===== src/rtl/cpu_pkg.sv =====
// rtl/cpu_pkg.sv - shared states, instruction encodings and control vector for the cpu controller
package cpu_pkg;

    typedef enum logic [3:0] {
        ST_WAIT   = 4'd0,
        ST_DECODE = 4'd1,
        ST_WR_IMM = 4'd2,
        ST_GET_A  = 4'd3,
        ST_GET_B  = 4'd4,
        ST_ALU    = 4'd5,
        ST_WR_REG = 4'd6
    } state_e;

    localparam int NUM_STATES = 7;

    localparam logic [2:0] OPC_MOV = 3'b110;
    localparam logic [2:0] OPC_ALU = 3'b101;

    localparam logic [1:0] OP_MOV_IMM = 2'b10;
    localparam logic [1:0] OP_MOV_REG = 2'b00;
    localparam logic [1:0] OP_ADD     = 2'b00;
    localparam logic [1:0] OP_CMP     = 2'b01;
    localparam logic [1:0] OP_AND     = 2'b10;
    localparam logic [1:0] OP_MVN     = 2'b11;

    localparam logic [4:0] INSTR_MOV_IMM = {OPC_MOV, OP_MOV_IMM};
    localparam logic [4:0] INSTR_MOV_REG = {OPC_MOV, OP_MOV_REG};
    localparam logic [4:0] INSTR_ADD     = {OPC_ALU, OP_ADD};
    localparam logic [4:0] INSTR_CMP     = {OPC_ALU, OP_CMP};
    localparam logic [4:0] INSTR_AND     = {OPC_ALU, OP_AND};
    localparam logic [4:0] INSTR_MVN     = {OPC_ALU, OP_MVN};

    localparam logic [2:0] NSEL_NONE = 3'b000;
    localparam logic [2:0] NSEL_RN   = 3'b100;
    localparam logic [2:0] NSEL_RD   = 3'b010;
    localparam logic [2:0] NSEL_RM   = 3'b001;

    localparam logic [1:0] VSEL_C     = 2'd0;
    localparam logic [1:0] VSEL_PC    = 2'd1;
    localparam logic [1:0] VSEL_IMM   = 2'd2;
    localparam logic [1:0] VSEL_MDATA = 2'd3;

    typedef struct packed {
        logic       w;
        logic [2:0] nsel;
        logic [1:0] vsel;
        logic       write;
        logic       loada;
        logic       loadb;
        logic       loadc;
        logic       loads;
        logic       asel;
        logic       bsel;
    } ctrl_t;

    // State entered on the edge leaving DECODE; WAIT marks an unsupported encoding.
    function automatic state_e first_state(input logic [4:0] instr);
        case (instr)
            INSTR_MOV_IMM:              return ST_WR_IMM;
            INSTR_MOV_REG, INSTR_MVN:   return ST_GET_B;
            INSTR_ADD, INSTR_AND,
            INSTR_CMP:                  return ST_GET_A;
            default:                    return ST_WAIT;
        endcase
    endfunction

    function automatic logic is_supported(input logic [4:0] instr);
        return first_state(instr) != ST_WAIT;
    endfunction

endpackage


===== src/rtl/cpu_ctrl_decode.sv =====
// rtl/cpu_ctrl_decode.sv - combinational map from controller state and latched fields to datapath controls
module cpu_ctrl_decode
    import cpu_pkg::*;
(
    input  state_e     state,
    input  logic [4:0] instr,
    output ctrl_t      ctrl
);

    always_comb begin
        ctrl = '0;
        case (state)
            ST_WAIT: begin
                ctrl.w = 1'b1;
            end
            ST_WR_IMM: begin
                ctrl.nsel  = NSEL_RN;
                ctrl.vsel  = VSEL_IMM;
                ctrl.write = 1'b1;
            end
            ST_GET_A: begin
                ctrl.nsel  = NSEL_RN;
                ctrl.loada = 1'b1;
            end
            ST_GET_B: begin
                ctrl.nsel  = NSEL_RM;
                ctrl.loadb = 1'b1;
            end
            ST_ALU: begin
                // Moves pass B through the ALU with A forced to zero.
                ctrl.loadc = 1'b1;
                ctrl.asel  = (instr == INSTR_MOV_REG) || (instr == INSTR_MVN);
                ctrl.loads = (instr == INSTR_CMP);
            end
            ST_WR_REG: begin
                ctrl.nsel  = NSEL_RD;
                ctrl.vsel  = VSEL_C;
                ctrl.write = 1'b1;
            end
            default: begin
                ctrl = '0;
            end
        endcase
    end

endmodule


===== src/rtl/cpu_controller.sv =====
// rtl/cpu_controller.sv - multicycle control FSM sequencing the simple RISC datapath
module cpu_controller
    import cpu_pkg::*;
#(
    parameter bit ONEHOT_STATE = 1'b0
)
(
    input  logic       clk,
    input  logic       reset,
    input  logic       s,
    input  logic [2:0] opcode,
    input  logic [1:0] op,
    output logic       w,
    output logic [2:0] nsel,
    output logic [1:0] vsel,
    output logic       write,
    output logic       loada,
    output logic       loadb,
    output logic       loadc,
    output logic       loads,
    output logic       asel,
    output logic       bsel,
    output logic       illegal
);

    localparam int SW = ONEHOT_STATE ? NUM_STATES : 4;

    logic [SW-1:0] state_reg;
    state_e        state;
    logic [4:0]    instr_reg;
    logic          illegal_reg;
    ctrl_t         ctrl;

    function automatic logic [SW-1:0] encode_state(input state_e st);
        if (ONEHOT_STATE)
            return SW'(7'b1 << st);
        else
            return SW'(st);
    endfunction

    // Unreachable codes fall back to WAIT so a corrupted register recovers.
    function automatic state_e decode_state(input logic [SW-1:0] code);
        logic [6:0] wide;
        state_e     st;
        wide = 7'(code);
        st   = ST_WAIT;
        if (ONEHOT_STATE) begin
            for (int i = 0; i < NUM_STATES; i++) begin
                if (wide == 7'(1 << i))
                    st = state_e'(4'(i));
            end
        end else if (wide[3:0] <= 4'd6) begin
            st = state_e'(wide[3:0]);
        end
        return st;
    endfunction

    always_comb state = decode_state(state_reg);

    always_ff @(posedge clk or negedge reset) begin
        if (!reset) begin
            state_reg   <= encode_state(ST_WAIT);
            instr_reg   <= '0;
            illegal_reg <= 1'b0;
        end else begin
            case (state)
                ST_WAIT: begin
                    if (s) begin
                        state_reg   <= encode_state(ST_DECODE);
                        illegal_reg <= 1'b0;
                    end
                end
                ST_DECODE: begin
                    instr_reg   <= {opcode, op};
                    state_reg   <= encode_state(first_state({opcode, op}));
                    illegal_reg <= !is_supported({opcode, op});
                end
                ST_WR_IMM: state_reg <= encode_state(ST_WAIT);
                ST_GET_A:  state_reg <= encode_state(ST_GET_B);
                ST_GET_B:  state_reg <= encode_state(ST_ALU);
                ST_ALU: begin
                    // Compare only updates status; nothing is written back.
                    if (instr_reg == INSTR_CMP)
                        state_reg <= encode_state(ST_WAIT);
                    else
                        state_reg <= encode_state(ST_WR_REG);
                end
                ST_WR_REG: state_reg <= encode_state(ST_WAIT);
                default:   state_reg <= encode_state(ST_WAIT);
            endcase
        end
    end

    cpu_ctrl_decode u_decode (
        .state (state),
        .instr (instr_reg),
        .ctrl  (ctrl)
    );

    assign w       = ctrl.w;
    assign nsel    = ctrl.nsel;
    assign vsel    = ctrl.vsel;
    assign write   = ctrl.write;
    assign loada   = ctrl.loada;
    assign loadb   = ctrl.loadb;
    assign loadc   = ctrl.loadc;
    assign loads   = ctrl.loads;
    assign asel    = ctrl.asel;
    assign bsel    = ctrl.bsel;
    assign illegal = illegal_reg;

endmodule


===== config.mk =====
export PLATFORM = sky130hd
export DESIGN_NAME = cpu_controller
export DESIGN_NICKNAME = d
export VERILOG_FILES = /design/src/rtl/cpu_pkg.sv /design/src/rtl/cpu_ctrl_decode.sv /design/src/rtl/cpu_controller.sv
export SDC_FILE = /design/constraint.sdc
export NUM_CORES = 1
export LEC_CHECK = 0
export ABC_AREA = 1
export CORE_AREA = 2 2 59 44
export CTS_CLUSTER_DIAMETER = 60
export DETAILED_ROUTE_END_ITERATION = 12
export DIE_AREA = 0 0 61 46
export HOLD_SLACK_MARGIN = 0.15
export PLACE_DENSITY = 0.61
export SYNTH_ARGS = -nofsm -noshare
export SYNTH_HDL_FRONTEND = slang
export SYNTH_SLANG_ARGS = --single-unit

===== constraint.sdc =====
create_clock -name clk -period 1.25 [get_ports clk]
set_input_delay 0.125 -clock clk [delete_from_list [all_inputs] [get_ports clk]]
set_output_delay 0.125 -clock clk [all_outputs]
set_load 0.01 [all_outputs]

==> results of run 1 <==
==> metrics by stage <==
step / total power [W] / cell area (µm²)
finish: 0.00295 / 1150
global placement: 0.00214 / 975
global route: 0.00318 / 1150
floorplan: 0.00138 / 647
CTS: 0.00261 / 1050
detailed placement: 0.00217 / 975
==> report_power, final <==
group / total, W / internal (W) / switching, W / leakage (nW)
Combinational: 0.00215 / 0.00112 / 0.00103 / 0.508
Clock: 0.000217 / 0.000123 / 0.0000944 / 0.0150
Sequential: 0.000582 / 0.000444 / 0.000138 / 0.110
==> per-layer routing <==
metal | global-route usage (%) | part of all wire [%]
met2 | 19.1 | 48
met1 | 20.7 | 46
met4 | 7.83 | 1.0
met5 | 0 | 0
met3 | 0 | 4.6
==> cell type report <==
type / count / area, µm²
fillers: 239 / 1150
multi-input cells: 69 / 410
repair buffers: 48 / 388
flip-flops and latches: 9 / 226
inverters: 15 / 61.3
well taps: 34 / 42.5
clock buffers: 4 / 26.3
==> cells by family after synthesis <==
group	synth area share (%)
other cells	0.583
buf+inv	15.0
simple gates	44.6
compound gates	4.86
flops	35.0
==> Yosys cell counts (2+ instances only) <==
library cell,number
nand2_1,30
inv_2,2
buf_4,2
dfrtp_1,9
nand2_4,2
nor2_1,10
o21ai_0,2
inv_1,13
nand3_1,13
nor2_4,2
nor3_1,4
==> how the worst max path moves through the flow <==
stage                             from  endpoint  slack (ns)  depth (start not counted)
after detailed placement  state_reg[2]   vsel[1]       -0.24                          3
after floorplan           state_reg[1]      asel        0.09                          5
after CTS                 state_reg[0]   vsel[1]       -0.11                          4
after global routing      state_reg[0]         w       -0.18                          6
after global placement    state_reg[0]         w       -0.23                          5
final                     state_reg[0]         w       -0.12                          6
==> repair_timing <==
action	4_1_cts	5_1_grt
setup buffers	7	4
pin swaps	8	5
resized for setup	63	22
endpoints found under the setup margin	12	18
==> flow_summary.json, run 1 <==
{
  "dp_hpwl_mm": 1.31,
  "seq_area_frac_synth_pct": 35.0,
  "cp-start-kind": "register",
  "synth.area.top_cells": "dfrtp_1, nand2_1, nand3_1",
  "cts_sinks": 9,
  "fin_ws_ns": -0.121,
  "ys_ff_latch": 9,
  "hold_buffers": 0,
  "antenna_found_initial": 0,
  "clk_path_buf_depth": 2,
  "hp-class": "in -> async",
  "violations": "negative setup slack",
  "yosysTopAreaCell": "dfrtp_1",
  "cpPeakStageDelay_ns": 0.40,
  "syn_area_um2": 643,
  "grt_first_pass_wirelength_mm": 2.75,
  "drc": 0,
  "core_mm2": 0.00231,
  "cellLeakagePower_nw": 0.633,
  "n_antenna_cell": 0,
  "outcome": "finished, violations left",
  "drtIter0Drc": 33,
  "dieHeight_um": 46,
  "finalHoldViolCount": 0,
  "synthCells": 96,
  "largest_reg_flops": 5,
  "ys_types": 18,
  "root_buffer": "clkbuf_4",
  "reg2reg_setup_slack_ns": -0.10,
  "grt-ovfl-total": 0,
  "critPathArrivalTime_ns": 1.25,
  "grt_pass1_vias": 650,
  "area_growth_syn_to_layout_pct": 79.6,
  "critPathMostFrequentCell": "buf_6",
  "synth_edf_count": 0,
  "final_util_pct": 50.0,
  "path_class": "reg -> out",
  "dp_cells": 164,
  "finalWirelength_mm": 1.84,
  "yosys_warnings": 0,
  "path_cells": "buf_6 -> buf_6 -> o21ai_4 -> nand2_1 -> inv_1 -> buf_6",
  "slowest_stage": "dfrtp_1",
  "finalCritPeriodShare_pct": 110,
  "grt_max_degree": 10,
  "cap_violations": 0,
  "clkSlewWorstSetupHoldPaths_ns": 0.06,
  "peakVddDrop_v": 0.000729,
  "synthFlopType": "dfrtp_1",
  "clkLatencyLatePin_ns": 0.25,
  "stdcell_count": 179,
  "h-tree-depth": 1,
  "path_buf_inv": 4,
  "rsz0062_at_grt": "true",
  "dpl_worst_slack_ns": -0.243,
  "initial_core_util_pct": 27.9,
  "hold_ws_ns": 0.172,
  "ff2ff_path_depth": 10,
  "fin_skew_ns": 0.00615,
  "ant_nets": 0,
  "synth.avg_cell_area_um2": 6.70,
  "grt_usage_pct": 13.5,
  "cp_max_fo": 3,
  "powerDensity_mw_per_mm2": 2550,
  "crit_family": "buffers and inverters",
  "cts_tree": "built",
  "drive_gt1_share_pct": 49.7,
  "drt-pass1-iter-count": 4,
  "gp_congestion": 0.722,
  "drv_slew": 0,
  "nets": 154,
  "required_ns": 1.12,
  "setup_viol": 17,
  "rows": 15,
  "rr_endpoint": "state_reg[0]",
  "timing.rr.start": "state_reg[0]",
  "synthArstFlopShare_pct": 100,
  "post_drt_via_cell_ratio": 4.26,
  "post-route-min-period_ns": 1.37,
  "end_kind": "primary output",
  "fmax_mhz": 729,
  "layout_commonest_cell": "nand2_1",
  "chipWidth_um": 61,
  "wl_per_cell_um": 10.3,
  "die-area_mm2": 0.00281,
  "cts_made_buffers": 3,
  "via_count": 763,
  "synth_top_cell_area_share_pct": 35.0,
  "num_io_pins": 22,
  "mostFrequentLayoutCells": "nand2_1, buf_4, nand3_1, inv_1, buf_2",
  "finalSetupTns_ns": -0.969,
  "portBuffers": 19
}
Note: power is estimated with default switching activity, not from simulation.
==> inputs of run 2 (changes only) <==
Settings changed: CORE_AREA 2 2 59 44 to 2 2 61 46, CTS_BUF_LIST set to sky130_fd_sc_hd__clkbuf_4, DIE_AREA 0 0 61 46 to 0 0 63 48, PLACE_DENSITY 0.61 to 0.6, SYNTH_HIERARCHICAL set to 1.
==> flow_summary.json, run 2 <==
{
  "cts_made_buffers": 3,
  "mostFrequentLayoutCells": "nand2_1, buf_4, inv_1, nor2_1",
  "dp_hpwl_mm": 1.48,
  "hp-class": "in -> async",
  "num_io_pins": 22,
  "critPathMostFrequentCell": "nor2_4",
  "yosys_warnings": 6,
  "via_count": 869,
  "internal-power_w": 0.00142,
  "antenna_found_initial": 0,
  "path_class": "reg -> out",
  "chipWidth_um": 63,
  "post_drt_via_cell_ratio": 4.46,
  "syn_area_um2": 694,
  "fin_skew_ns": 0.000770,
  "finalCritPeriodShare_pct": 127,
  "grt_first_pass_wirelength_mm": 3.40,
  "seqPwrFrac_pct": 22.4,
  "fmax_mhz": 630,
  "slowest_stage": "dfrtp_2",
  "swShare_pct": 45.5,
  "combPwrFrac_pct": 68.1,
  "gp_congestion": 0.914,
  "wl_per_cell_um": 11.0,
  "cts_sinks": 9,
  "area_growth_syn_to_layout_pct": 73.7,
  "dieHeight_um": 48,
  "dpl_worst_slack_ns": -0.504,
  "seq_area_frac_synth_pct": 32.4,
  "grt-ovfl-total": 0,
  "finalWirelength_mm": 2.14,
  "fin_ws_ns": -0.337,
  "core_mm2": 0.00238,
  "setup_viol": 18,
  "grt_pass1_vias": 798,
  "synth_top_cell_area_share_pct": 32.4,
  "ys_ff_latch": 9,
  "ant_nets": 0,
  "synthArstFlopShare_pct": 100,
  "grt_max_degree": 10,
  "cp-start-kind": "register",
  "portBuffers": 19,
  "clkLatencyLatePin_ns": 0.26,
  "outcome": "finished, violations left",
  "clkSlewWorstSetupHoldPaths_ns": 0.06,
  "path_cells": "nand3_4 -> inv_4 -> nor2_4 -> inv_2 -> nor2_2 -> nand3_2 -> nor2_4 -> buf_6",
  "finalHoldViolCount": 0,
  "drv_slew": 0,
  "initial_core_util_pct": 29.1,
  "synth.avg_cell_area_um2": 6.09,
  "largest_reg_flops": 5,
  "peakVddDrop_v": 0.000633,
  "h-tree-depth": 1,
  "cp_max_fo": 4,
  "cts_tree": "built",
  "ff2ff_path_depth": 6,
  "rsz0062_at_grt": "true",
  "synthCells": 114,
  "powerDensity_mw_per_mm2": 2160,
  "grt_usage_pct": 14.8,
  "fill_cells": 252,
  "die-area_mm2": 0.00302,
  "finalSetupTns_ns": -3.57,
  "drt-pass1-iter-count": 5,
  "ys_types": 17,
  "power_switching_w": 0.00118,
  "synthTopCellsByCount": "nand2_1, inv_1, nor2_1",
  "p_clk_share_pct": 9.5,
  "cpPeakStageDelay_ns": 0.44,
  "yosys.cell_count.top_type": "nand2_1",
  "end_kind": "primary output",
  "nets": 170,
  "yosysTopAreaCell": "dfrtp_1",
  "cap_violations": 0,
  "post-route-min-period_ns": 1.59,
  "drtIter0Drc": 35,
  "required_ns": 1.12,
  "root_buffer": "clkbuf_4",
  "drive_gt1_share_pct": 44.7,
  "layout_commonest_cell": "nand2_1",
  "synthFlopType": "dfrtp_1",
  "n_antenna_cell": 0,
  "rows": 15,
  "critPathArrivalTime_ns": 1.46,
  "cellLeakagePower_nw": 0.638,
  "clk_path_buf_depth": 2,
  "violations": "negative setup slack",
  "drc": 0,
  "synth_edf_count": 0,
  "synth.area.top_cells": "dfrtp_1, nand2_1, inv_1"
}
-- run 2: power groups by stage --
stage               registers (W)  clock network, W  logic, W
finish                   0.000583          0.000247   0.00177
global route             0.000602          0.000269   0.00196
CTS                      0.000585          0.000251   0.00162
detailed placement       0.000580                 0   0.00136
global placement         0.000567                 0   0.00135
floorplan                0.000591                 0  0.000743
-- run 2: worst paths after layout --
| kind | slack [ns] | to | from |
|---|---|---|---|
| worst max-delay path | -0.34 | loads | state_reg[1] |
| worst min-delay path | 0.16 | state_reg[2] | reset |
| worst max register to register | -0.22 | illegal | state_reg[1] |
| worst min register to register | 0.51 | illegal | illegal |
| max in group asynchronous | 0.78 | state_reg[1] | reset |
| min in group clk | 0.51 | illegal | illegal |
-- run 2: metal layers --
layer / GRT usage [%] / share of wire [%] / vias to the layer above
met2: 27.7 / 51 / 39
li1: - / - / 437
met5: 0 / 0 / -
met4: 5.78 / 0.79 / 0
met1: 16.9 / 42 / 389
met3: 4.24 / 6.9 / 4
-- run 2: worst max-delay path, delay by kind of cell, from the launching register on --
family | cells | cell delay [ns]
buf+inv | 3 | 0.22
flops | 1 | 0.44
simple gates | 5 | 0.54
-- run 2: area by class of cell --
cell class	count	area, µm²	area share (%)
Clock buffer	4	30.0	2.49
Timing Repair Buffer	42	334	27.7
Inverter	22	87.6	7.26
Multi-Input combinational cell	84	485	40.2
Tap cell	34	42.5	3.53
Sequential cell	9	226	18.8
-- run 2: repair_timing --
| item | in CTS | in global routing |
|---|---|---|
| hold buffers | 0 | 0 |
| resized for setup | 72 | 6 |
| pin swaps | 8 | 5 |
| setup buffers | 7 | 2 |
| setup endpoints to repair | 16 | 19 |
-- run 2: cells by family after synthesis --
logic type | synth area share, %
buffers and inverters | 14.1
other | 1.08
AND/OR/NAND/NOR | 49.5
AO/OA/AOI/OAI | 2.88
flip-flops | 32.4
-- run 2: stage by stage --
step | instance area [µm²] | util [%] | total power (W) | std cells | hold WS, ns
5_1_grt | 1210 | 50.6 | 0.00283 | 195 | 0.196
3_3_place_gp | 1060 | 44.4 | 0.00192 | 182 | 0.462
6_report | 1210 | 50.6 | 0.00260 | 195 | 0.162
4_1_cts | 1170 | 49.1 | 0.00246 | 193 | 0.178
2_1_floorplan | 734 | - | 0.00133 | 117 | -0.171
3_5_place_dp | 1060 | 44.4 | 0.00194 | 182 | 0.456
==> inputs of run 3 (changes only) <==
Settings changed: CAP_MARGIN set to 20.
==> results of run 3 <==
The final DEF is identical to that of run 2; final timing and power are the same.
